--- config.mk ---
export PLATFORM = sky130hd
export DESIGN_NAME = lsu_mem_ctrl_flat
export DESIGN_NICKNAME = d
export VERILOG_FILES = /design/src/rtl/lsu_mem_ctrl_if.sv /design/src/rtl/lsu_mem_ctrl.sv /design/src/flat_wrapper.sv
export SDC_FILE = /design/constraint.sdc
export NUM_CORES = 1
export LEC_CHECK = 0
export ABC_CLOCK_PERIOD_IN_PS = 3100
export BUFFER_PORTS_ARGS = -buffer_cell sky130_fd_sc_hd__buf_2
export CAP_MARGIN = 20
export CORE_ASPECT_RATIO = 1.75
export CORE_UTILIZATION = 60
export DETAILED_ROUTE_END_ITERATION = 7
export GPL_ROUTABILITY_DRIVEN = 0
export PLACE_DENSITY = 0.88
export SLEW_MARGIN = 0
export SYNTH_ARGS = -nofsm -noshare
export SYNTH_HDL_FRONTEND = slang
export SYNTH_SLANG_ARGS = --single-unit
--- constraint.sdc ---
create_clock -name clk -period 3.1 [get_ports clk]
set_input_delay 0.465 -clock clk [delete_from_list [all_inputs] [get_ports clk]]
set_output_delay 0.465 -clock clk [all_outputs]
set_load 0.01 [all_outputs]
--- src/rtl/lsu_mem_ctrl_if.sv ---
// Bundles the pipeline request/response handshake and the data-memory port of the LSU.
// slave = the LSU side, master = the pipeline/memory side.
interface lsu_mem_ctrl_if #(
  parameter int size = 32
);
  logic            req_valid;
  logic            req_ready;
  logic            req_we;
  logic [2:0]      req_funct3;
  logic [size-1:0] req_addr;
  logic [size-1:0] req_wdata;
  logic            resp_valid;
  logic [size-1:0] resp_rdata;
  logic            resp_err;
  logic [size-1:0] mem_address;
  logic [size-1:0] mem_dataW;
  logic            mem_wr;
  logic [1:0]      mem_store_size;
  logic [2:0]      mem_load_size;
  logic [size-1:0] mem_dataR;

  modport slave (
    input  req_valid, req_we, req_funct3, req_addr, req_wdata, mem_dataR,
    output req_ready, resp_valid, resp_rdata, resp_err,
    output mem_address, mem_dataW, mem_wr, mem_store_size, mem_load_size
  );

  modport master (
    output req_valid, req_we, req_funct3, req_addr, req_wdata, mem_dataR,
    input  req_ready, resp_valid, resp_rdata, resp_err,
    input  mem_address, mem_dataW, mem_wr, mem_store_size, mem_load_size
  );
endinterface

--- src/rtl/lsu_mem_ctrl.sv ---
// MEM-stage load/store initiator: aligned word reads with extraction, misaligned split into
// aligned cycles. Define MISALIGN_TRAP_EN to trap misaligned accesses instead of splitting.
module lsu_mem_ctrl #(
  parameter int size = 32
) (
  input  logic          clk,
  input  logic          rst_n,
  lsu_mem_ctrl_if.slave bus
);

  typedef enum logic [1:0] {IDLE, LD_HI, ST_BYTE} state_e;

  state_e          state_q, state_d;
  logic [2:0]      funct3_q, funct3_d;
  logic [size-1:0] addr_q, addr_d;
  logic [size-1:0] wdata_q, wdata_d;
  logic [size-1:0] lo_q, lo_d;
  logic [size-1:0] rdata_q, rdata_d;
  logic [1:0]      cnt_q, cnt_d;
  logic            valid_q, valid_d;
`ifdef MISALIGN_TRAP_EN
  logic            err_q, err_d;
`endif

  logic            accept;
  logic            size_ok;
  logic            ld_ok;
  logic            misalign;
  logic [size-1:0] ld_shift;
  logic [size-1:0] ld_combined;
  logic [1:0]      st_last;
  logic            wr_c;
`ifndef MISALIGN_TRAP_EN
  logic [2:0]      req_n;
  logic            straddle;
`endif

  function automatic logic [size-1:0] extend(input logic [size-1:0] raw, input logic [2:0] f3);
    case (f3)
      3'b000:  extend = {{(size-8){raw[7]}}, raw[7:0]};
      3'b001:  extend = {{(size-16){raw[15]}}, raw[15:0]};
      3'b010:  extend = raw;
      3'b100:  extend = {{(size-8){1'b0}}, raw[7:0]};
      3'b101:  extend = {{(size-16){1'b0}}, raw[15:0]};
      default: extend = '0;
    endcase
  endfunction

  assign accept   = bus.req_valid & bus.req_ready;
  assign size_ok  = (bus.req_funct3[1:0] != 2'b11);
  // 110 would be "lwu", which RV32I does not have
  assign ld_ok    = size_ok & ~(bus.req_funct3[2] & bus.req_funct3[1]);
  assign misalign = ((bus.req_funct3[1:0] == 2'b01) & bus.req_addr[0]) |
                    ((bus.req_funct3[1:0] == 2'b10) & (bus.req_addr[1:0] != 2'b00));
  assign ld_shift = bus.mem_dataR >> {bus.req_addr[1:0], 3'b000};
  assign st_last  = (funct3_q[1:0] == 2'b01) ? 2'd1 : 2'd3;

`ifndef MISALIGN_TRAP_EN
  always_comb begin
    case (bus.req_funct3[1:0])
      2'b00:   req_n = 3'd1;
      2'b01:   req_n = 3'd2;
      2'b10:   req_n = 3'd4;
      default: req_n = 3'd0;
    endcase
  end
  assign straddle = (({1'b0, bus.req_addr[1:0]} + req_n) > 3'd4);
`endif

  // {hi, lo} >> 8*offset, keeping only the low word
  always_comb begin
    case (addr_q[1:0])
      2'd1:    ld_combined = {bus.mem_dataR[7:0],  lo_q[31:8]};
      2'd2:    ld_combined = {bus.mem_dataR[15:0], lo_q[31:16]};
      2'd3:    ld_combined = {bus.mem_dataR[23:0], lo_q[31:24]};
      default: ld_combined = lo_q;
    endcase
  end

  always_ff @(posedge clk or negedge rst_n) begin
    if (!rst_n) begin
      state_q  <= IDLE;
      funct3_q <= '0;
      addr_q   <= '0;
      wdata_q  <= '0;
      lo_q     <= '0;
      rdata_q  <= '0;
      cnt_q    <= '0;
      valid_q  <= 1'b0;
`ifdef MISALIGN_TRAP_EN
      err_q    <= 1'b0;
`endif
    end else begin
      state_q  <= state_d;
      funct3_q <= funct3_d;
      addr_q   <= addr_d;
      wdata_q  <= wdata_d;
      lo_q     <= lo_d;
      rdata_q  <= rdata_d;
      cnt_q    <= cnt_d;
      valid_q  <= valid_d;
`ifdef MISALIGN_TRAP_EN
      err_q    <= err_d;
`endif
    end
  end

  always_comb begin
    state_d  = state_q;
    funct3_d = funct3_q;
    addr_d   = addr_q;
    wdata_d  = wdata_q;
    lo_d     = lo_q;
    rdata_d  = rdata_q;
    cnt_d    = cnt_q;
    valid_d  = 1'b0;
`ifdef MISALIGN_TRAP_EN
    err_d    = 1'b0;
`endif
    case (state_q)
      IDLE: begin
        if (accept) begin
          funct3_d = bus.req_funct3;
          addr_d   = bus.req_addr;
          wdata_d  = bus.req_wdata;
          cnt_d    = 2'd0;
          rdata_d  = '0;
          valid_d  = 1'b1;
          if (bus.req_we) begin
`ifdef MISALIGN_TRAP_EN
            if (size_ok && misalign) err_d = 1'b1;
`else
            if (size_ok && misalign) begin
              valid_d = 1'b0;
              cnt_d   = 2'd1;
              state_d = ST_BYTE;
            end
`endif
          end else if (ld_ok) begin
`ifdef MISALIGN_TRAP_EN
            if (misalign) err_d = 1'b1;
            else          rdata_d = extend(ld_shift, bus.req_funct3);
`else
            if (straddle) begin
              valid_d = 1'b0;
              lo_d    = bus.mem_dataR;
              state_d = LD_HI;
            end else begin
              rdata_d = extend(ld_shift, bus.req_funct3);
            end
`endif
          end
        end
      end
      LD_HI: begin
        rdata_d = extend(ld_combined, funct3_q);
        valid_d = 1'b1;
        state_d = IDLE;
      end
      ST_BYTE: begin
        cnt_d = cnt_q + 2'd1;
        if (cnt_q == st_last) begin
          rdata_d = '0;
          valid_d = 1'b1;
          state_d = IDLE;
        end
      end
      default: state_d = IDLE;
    endcase
  end

  always_comb begin
    bus.req_ready      = (state_q == IDLE);
    bus.mem_load_size  = 3'b010;
    bus.mem_address    = {bus.req_addr[size-1:2], 2'b00};
    bus.mem_dataW      = bus.req_wdata;
    bus.mem_store_size = 2'b10;
    wr_c               = 1'b0;
    case (state_q)
      IDLE: begin
        if (bus.req_we) begin
          bus.mem_address = bus.req_addr;
          if (size_ok) begin
            if (misalign) begin
`ifndef MISALIGN_TRAP_EN
              bus.mem_dataW      = {{(size-8){1'b0}}, bus.req_wdata[7:0]};
              bus.mem_store_size = 2'b00;
              wr_c               = bus.req_valid;
`endif
            end else begin
              bus.mem_store_size = bus.req_funct3[1:0];
              wr_c               = bus.req_valid;
            end
          end
        end
      end
      LD_HI: bus.mem_address = {addr_q[size-1:2], 2'b00} + 32'd4;
      ST_BYTE: begin
        bus.mem_address    = addr_q + {{(size-2){1'b0}}, cnt_q};
        bus.mem_dataW      = {{(size-8){1'b0}}, wdata_q[{cnt_q, 3'b000} +: 8]};
        bus.mem_store_size = 2'b00;
        wr_c               = 1'b1;
      end
      default: ;
    endcase
    // write enable falls with reset even before the state register is observed
    bus.mem_wr = wr_c & rst_n;
  end

  assign bus.resp_valid = valid_q;
  assign bus.resp_rdata = rdata_q;
`ifdef MISALIGN_TRAP_EN
  assign bus.resp_err   = err_q;
`else
  assign bus.resp_err   = 1'b0;
`endif

endmodule

--- src/flat_wrapper.sv ---
// flat-port wrapper written by rule: the top's interface ports become plain ports
module lsu_mem_ctrl_flat 
#(
  parameter int size = 32
)
  (clk, rst_n, bus_req_valid, bus_req_we, bus_req_funct3, bus_req_addr, bus_req_wdata, bus_mem_dataR, bus_req_ready, bus_resp_valid, bus_resp_rdata, bus_resp_err, bus_mem_address, bus_mem_dataW, bus_mem_wr, bus_mem_store_size, bus_mem_load_size);
  lsu_mem_ctrl_if #(.size(size)) bus_i ();
  input  logic clk;
  input  logic rst_n;
  input wire logic [$bits(bus_i.req_valid)-1:0] bus_req_valid;
  input wire logic [$bits(bus_i.req_we)-1:0] bus_req_we;
  input wire logic [$bits(bus_i.req_funct3)-1:0] bus_req_funct3;
  input wire logic [$bits(bus_i.req_addr)-1:0] bus_req_addr;
  input wire logic [$bits(bus_i.req_wdata)-1:0] bus_req_wdata;
  input wire logic [$bits(bus_i.mem_dataR)-1:0] bus_mem_dataR;
  output wire logic [$bits(bus_i.req_ready)-1:0] bus_req_ready;
  output wire logic [$bits(bus_i.resp_valid)-1:0] bus_resp_valid;
  output wire logic [$bits(bus_i.resp_rdata)-1:0] bus_resp_rdata;
  output wire logic [$bits(bus_i.resp_err)-1:0] bus_resp_err;
  output wire logic [$bits(bus_i.mem_address)-1:0] bus_mem_address;
  output wire logic [$bits(bus_i.mem_dataW)-1:0] bus_mem_dataW;
  output wire logic [$bits(bus_i.mem_wr)-1:0] bus_mem_wr;
  output wire logic [$bits(bus_i.mem_store_size)-1:0] bus_mem_store_size;
  output wire logic [$bits(bus_i.mem_load_size)-1:0] bus_mem_load_size;
  assign bus_i.req_valid = bus_req_valid;
  assign bus_i.req_we = bus_req_we;
  assign bus_i.req_funct3 = bus_req_funct3;
  assign bus_i.req_addr = bus_req_addr;
  assign bus_i.req_wdata = bus_req_wdata;
  assign bus_i.mem_dataR = bus_mem_dataR;
  assign bus_req_ready = bus_i.req_ready;
  assign bus_resp_valid = bus_i.resp_valid;
  assign bus_resp_rdata = bus_i.resp_rdata;
  assign bus_resp_err = bus_i.resp_err;
  assign bus_mem_address = bus_i.mem_address;
  assign bus_mem_dataW = bus_i.mem_dataW;
  assign bus_mem_wr = bus_i.mem_wr;
  assign bus_mem_store_size = bus_i.mem_store_size;
  assign bus_mem_load_size = bus_i.mem_load_size;
  lsu_mem_ctrl #(.size(size)) u_core (.clk(clk), .rst_n(rst_n), .bus(bus_i));
endmodule
==> results of run 1 <==
==> registers in the layout, summed over array words and instances (netlist names) <==
signal and flops:
u_core.bus.resp_valid 1, u_core.funct3_q 3, u_core.lo_q 32, u_core.wdata_q 32, u_core.state_q 2, u_core.addr_q 32
u_core.cnt_q 2, u_core.bus.resp_rdata 32
==> cell usage in the layout (no fill, tap or decap), drive strengths merged, types with 4 or more instances in the layout <==
master and count:
clkbuf 18, xor2 4, a32o 7, o211ai 13, a31oi 7, ha 8
or3 4, and3 6, nor3 5, nand4 10, inv 15, o21bai 4
mux4 28, nor2b 10, dfrtp 136, nor2 23, nand3 20, nor4 4
a22o 15, o21ai 50, nand2b 9, and2 34, a221o 25, mux2i 35
nand2 77, a21o 22, clkinvlp 5, mux2 116, buf 235, a211oi 8
o32ai 7, conb 4, a21oi 64
==> worst max-delay path, stage by stage, from the launching register on <==
cell	delay [ps]
dfrtp_1	420
ha_1	240
nand3_1	170
nor4_4	290
buf_4	210
and4_1	270
nand3_1	110
a32o_1	270
buf_2	130
==> power breakdown <==
part | internal [mW] | leakage [nW] | switching [mW] | total [mW]
sequential | 2.58 | 1.69 | 0.786 | 3.37
clock | 1.22 | 0.279 | 0.865 | 2.09
combinational | 2.77 | 3.15 | 3.06 | 5.83
total | 6.57 | 5.12 | 4.71 | 11.3
==> final cells by class <==
class                           instances  area (um2)  area share [%]
Clock inverter                         14         161            1.46
Multi-Input combinational cell        665        5440            49.4
Inverter                               10        37.5           0.341
Clock buffer                           18         439            3.99
Timing Repair Buffer                  235        1300            11.8
Sequential cell                       136        3410            30.9
Tap cell                              183         229            2.08
==> cells by family after synthesis <==
family,after synthesis,share of synthesized area [%]
AO/OA/AOI/OAI,248,18.5
XOR/XNOR,7,0.744
adder cells (fa/ha/maj),10,1.52
buffers and inverters,84,4.64
flip-flops,136,36.8
multiplexers,179,24.8
other,2,0.0812
AND/OR/NAND/NOR,217,12.9
==> worst paths after layout <==
path	endpoint	slack [ps]	depth (start not counted)
max in group asynchronous	u_core.addr_q[1]	2140	2
hold reg to reg	u_core.bus.resp_rdata[7]	490	1
setup / recovery	bus_mem_address[20]	90	8
min in group clk	u_core.addr_q[17]	280	2
hold / removal	u_core.wdata_q[27]	240	2
setup reg to reg	u_core.bus.resp_rdata[28]	450	7
==> repair_timing <==
item,4_1_cts,5_1_grt
endpoints found under the setup margin,1,41
pin swaps,0,2
buffers inserted,0,2
endpoints found under the hold margin,0,0
hold buffers,0,0
gates resized for setup,1,5
==> per-layer routing <==
metal	share of wire [%]	up-vias
li1	-	3704
met1	34	4106
met2	53	487
met3	7.0	128
met4	5.9	0
met5	0	-
==> per-stage QoR <==
step	setup WS, ps	instance area, um2	util [%]	hold WS (ps)	TNS [ps]
after floorplan	510	9250	-	169	0
after global placement	308	10400	69.2	458	0
after detailed placement	248	10400	69.3	469	0
after CTS	4.49	11000	73.3	275	0
after global routing	-24.2	11000	73.5	282	-39.3
final	88.6	11000	73.5	237	0
==> results.sh, run 1 <==
export IMPL_drive_above_1_share_pct=40.7
export IMPL_cts_buffer_depth=2
export IMPL_ir_drop_mv=0.510
export IMPL_synth_area_leaders="dfrtp_1 (37%), mux2_2 (14%), mux4_2 (6.8%)"
export IMPL_die_w_um=95.8
export IMPL_cp_arrival_ps=2550
export IMPL_grt_pass1_vias=8596
export IMPL_area_growth_pct=19.2
export IMPL_gr_usage_met3_pct=6.55
export IMPL_ys_ff_latch=136
export IMPL_critical_path_startpoint="u_core.addr_q[3]"
export IMPL_hold_path_class="in2async"
export IMPL_synthCells=883
export IMPL_place_inst=1227
export IMPL_post_dp_hpwl_mm=19.6
export IMPL_ys_async_sr_fraction_pct=100
export IMPL_drc=0
export IMPL_path_max_fanout=8
export IMPL_htree_levels=4
export IMPL_final_cells=1261
export IMPL_start_util_pct=61.7
export IMPL_fmax_mhz=332
export IMPL_grt_overflow_total=0
export IMPL_worstSetupStartpointType="flop"
export IMPL_ys_flop_type="dfrtp_1"
export IMPL_clkTransAtPathRegs_ps=70
export IMPL_status="finished, final reports clean"
export IMPL_yosysTopAreaCellShare_pct=36.8
export IMPL_cts_tree="yes"
export IMPL_diodes=0
export IMPL_relSlewSlack_pct=36.5
export IMPL_drv_cap=0
export IMPL_antenna_found_initial=1
export IMPL_synth_commonest_cells="dfrtp_1 (136), mux2_2 (113), nand2_1 (77), a21oi_1 (64), o21ai_0 (48)"
export IMPL_clk_latency_ps=430
export IMPL_nFillCells=1083
export IMPL_fin_crit_ps=3010
export IMPL_core_area_um2=15000
export IMPL_finalPower_mw=11.3
export IMPL_tightest_slew_ps=952
export IMPL_crit_type="reg2out"
export IMPL_synth_top_area_cell="dfrtp_1"
export IMPL_rows=59
export IMPL_finalMaxSlewViolations=0
export IMPL_io_pins=208
export IMPL_syn_area_per_cell_um2=10.5
export IMPL_leakage_nw=5.12
export IMPL_synthDistinctLibCells=77
export IMPL_cts_num_sinks=136
export IMPL_drtPass1Iterations=8
export IMPL_skew_ps=10.7
export IMPL_cts_buffers=17
export IMPL_met2_usage_pct=62.6
export IMPL_power_density_nw_per_um2=1020
export IMPL_synth_edf_count=0
export IMPL_syn_area_um2=9240
export IMPL_grt_total_usage_pct=35.5
export IMPL_worst_ep_required_time_ps=2630
export IMPL_ant_nets=0
export IMPL_grt_pass1_wl_mm=43.2
export IMPL_routed_wl_mm=27.5
export IMPL_detail_route_wl_per_cell_um=21.8
export IMPL_finalSetupViolCount=0
export IMPL_grt_busiest_layer="met2"
export IMPL_portBuffers=203
export IMPL_grt_max_degree=71
export IMPL_synth_seq_area_share_pct=36.8
export IMPL_ys_warn_count=0
export IMPL_die_h_um=166
export IMPL_timing_rr_start="u_core.state_q[0]"
export IMPL_vias_per_cell=6.68
export IMPL_post_route_period_util_pct=97.1
export IMPL_globalRouteMet1Util_pct=38.6
export IMPL_drt_iter0_drc=615
export IMPL_synth_most_common_cell="dfrtp_1"
export IMPL_vias=8425
export IMPL_final_nets=1178
export IMPL_worst_setup_path_end_kind="output pin"
export IMPL_finalHoldViolations=0
export IMPL_root_buffer="clkbuf_16"
export IMPL_dieArea_um2=15900
No activity file was read; power rests on OpenSTA's default activity.
==> inputs of run 2 (changes only) <==
--- a/config.mk
+++ b/config.mk
@@ -12,7 +12,7 @@
 export CORE_UTILIZATION = 60
 export DETAILED_ROUTE_END_ITERATION = 7
 export GPL_ROUTABILITY_DRIVEN = 0
-export PLACE_DENSITY = 0.88
+export PLACE_DENSITY = 0.95
 export SLEW_MARGIN = 0
 export SYNTH_ARGS = -nofsm -noshare
 export SYNTH_HDL_FRONTEND = slang
==> run 2 against run 1 <==
Effect of this change:
- non-clock buffer count is 7 higher
- clock power up 4%
- routed wire length rose by 4.4%
- largest cell class unchanged
- highest routed layer unchanged
- final cell count rose by 0.56%
- first-iteration DRC count up 13%
- worst hold slack worse by 75 ps
==> results.sh, run 2 (same netlist as run 1, synthesis figures left out) <==
export IMPL_status="finished, final reports clean"
export IMPL_timing_rr_start="u_core.state_q[0]"
export IMPL_holdWs_ps=162
export IMPL_grt_overflow_total=0
export IMPL_drt_iter0_drc=693
export IMPL_pre_cts_ws_ps=230
export IMPL_fmax_mhz=330
export IMPL_grt_total_usage_pct=36.9
export IMPL_cts_buffer_depth=2
export IMPL_post_dp_hpwl_mm=19.8
export IMPL_layout_common_cells="buf_2 (202), dfrtp_1 (133), mux2_2 (113)"
export IMPL_relSlewSlack_pct=40.5
export IMPL_die_h_um=166
export IMPL_crit_type="reg2out"
export IMPL_drtPass1Iterations=6
export IMPL_diodes=0
export IMPL_vias=8587
export IMPL_drc=0
export IMPL_grt_pass1_vias=8649
export IMPL_htree_levels=4
export IMPL_critPathMostFrequentCell="buf_4"
export IMPL_hold_path_class="in2async"
export IMPL_finalSetupViolCount=0
export IMPL_vias_per_cell=6.77
export IMPL_ir_drop_mv=0.512
export IMPL_path_max_fanout=8
export IMPL_layout_commonest_cell="buf_2"
export IMPL_ant_nets=0
export IMPL_critical_path_startpoint="u_core.addr_q[4]"
export IMPL_setup_ws_ps=65.2
export IMPL_drv_cap=0
export IMPL_leakage_nw=5.17
export IMPL_cp_slowest_stage_delay_ps=470
export IMPL_power_density_nw_per_um2=1030
export IMPL_io_pins=208
export IMPL_worstSetupStartpointType="flop"
export IMPL_place_area_um2=10400
export IMPL_finalHoldViolations=0
export IMPL_core_area_um2=15000
export IMPL_worst_setup_path_end_kind="output pin"
export IMPL_path_delay_family="simple AND/OR/NAND/NOR gates"
export IMPL_finalMaxSlewViolations=0
export IMPL_final_area_um2=11100
export IMPL_routed_wl_mm=28.7
export IMPL_worst_ep_required_time_ps=2630
export IMPL_area_growth_pct=20.2
export IMPL_fin_crit_ps=3030
export IMPL_clkTransAtPathRegs_ps=70
export IMPL_cts_num_sinks=136
export IMPL_dieArea_um2=15900
export IMPL_rows=59
export IMPL_antenna_found_initial=0
export IMPL_die_w_um=95.8
export IMPL_path_buf_inv=3
export IMPL_drive_above_1_share_pct=41.4
export IMPL_cp_arrival_ps=2570
export IMPL_post_route_period_util_pct=97.9
export IMPL_start_util_pct=61.7
export IMPL_grt_max_degree=137
export IMPL_critical_path_cell_chain="nand4_1 -> nor4_4 -> buf_4 -> buf_4 -> nand3_1 -> mux2_1 -> a22o_1 -> buf_2"
export IMPL_grt_pass1_wl_mm=44.4
export IMPL_cts_buffers=17
export IMPL_detail_route_wl_per_cell_um=22.7
export IMPL_clk_latency_ps=430
export IMPL_cts_tree="yes"
export IMPL_crit_slowest_cell="dfrtp_1"
export IMPL_tightest_slew_ps=892
export IMPL_skew_ps=11.6
export IMPL_portBuffers=203
export IMPL_root_buffer="clkbuf_16"
export IMPL_final_core_util_pct=74.2
export IMPL_final_nets=1185
run 2: layout make-up:
| class | instances | area (um2) |
|---|---|---|
| multi-input combinational | 665 | 5460 |
| fill | 1008 | 3870 |
| sequential | 136 | 3410 |
| timing repair buffer | 242 | 1360 |
| clock buffer | 18 | 439 |
| tap | 183 | 229 |
| clock inverter | 14 | 183 |
| inverter | 10 | 41.3 |
run 2: final timing paths:
kind | endpoint | slack [ps] | depth (start not counted)
max | bus_mem_address[19] | 70 | 8
min reg2reg | u_core.bus.resp_rdata[7] | 480 | 1
max in group asynchronous | u_core.addr_q[11] | 2360 | 2
max reg2reg | u_core.bus.resp_rdata[25] | 290 | 9
min in group clk | u_core.addr_q[18] | 280 | 2
min | u_core.wdata_q[11] | 160 | 2
run 2: per-stage QoR:
| stage | power (mW) | std cells | setup TNS, ps |
|---|---|---|---|
| after floorplan | 7.27 | 885 | 0 |
| after detailed placement | 9.08 | 1229 | 0 |
| after global placement | 8.80 | 1229 | 0 |
| final | 11.5 | 1268 | 0 |
| after CTS | 11.3 | 1261 | 0 |
| after global routing | 12.1 | 1268 | -72.5 |
run 2: what timing repair did:
action / CTS / global route
pin swaps: 0 / 5
cloned: 0 / 0
setup endpoints to repair: 1 / 12
gates resized for setup: 1 / 12
buffers inserted: 0 / 7
hold buffers: 0 / 0
run 2: power by group:
group | leakage, nW | total [mW] | switching [mW] | internal (mW)
registers | 1.69 | 3.40 | 0.816 | 2.58
clock network | 0.295 | 2.17 | 0.865 | 1.31
logic | 3.19 | 5.93 | 3.12 | 2.81
total | 5.17 | 11.5 | 4.81 | 6.69
run 2: metal layers:
| metal | GRT usage [%] | share of wire [%] | vias to the layer above |
|---|---|---|---|
| met4 | 25.2 | 7.9 | 0 |
| met3 | 7.78 | 8.1 | 163 |
| met2 | 62.7 | 52 | 580 |
| met1 | 39.9 | 32 | 4135 |
| met5 | 0 | 0 | - |
| li1 | - | - | 3709 |
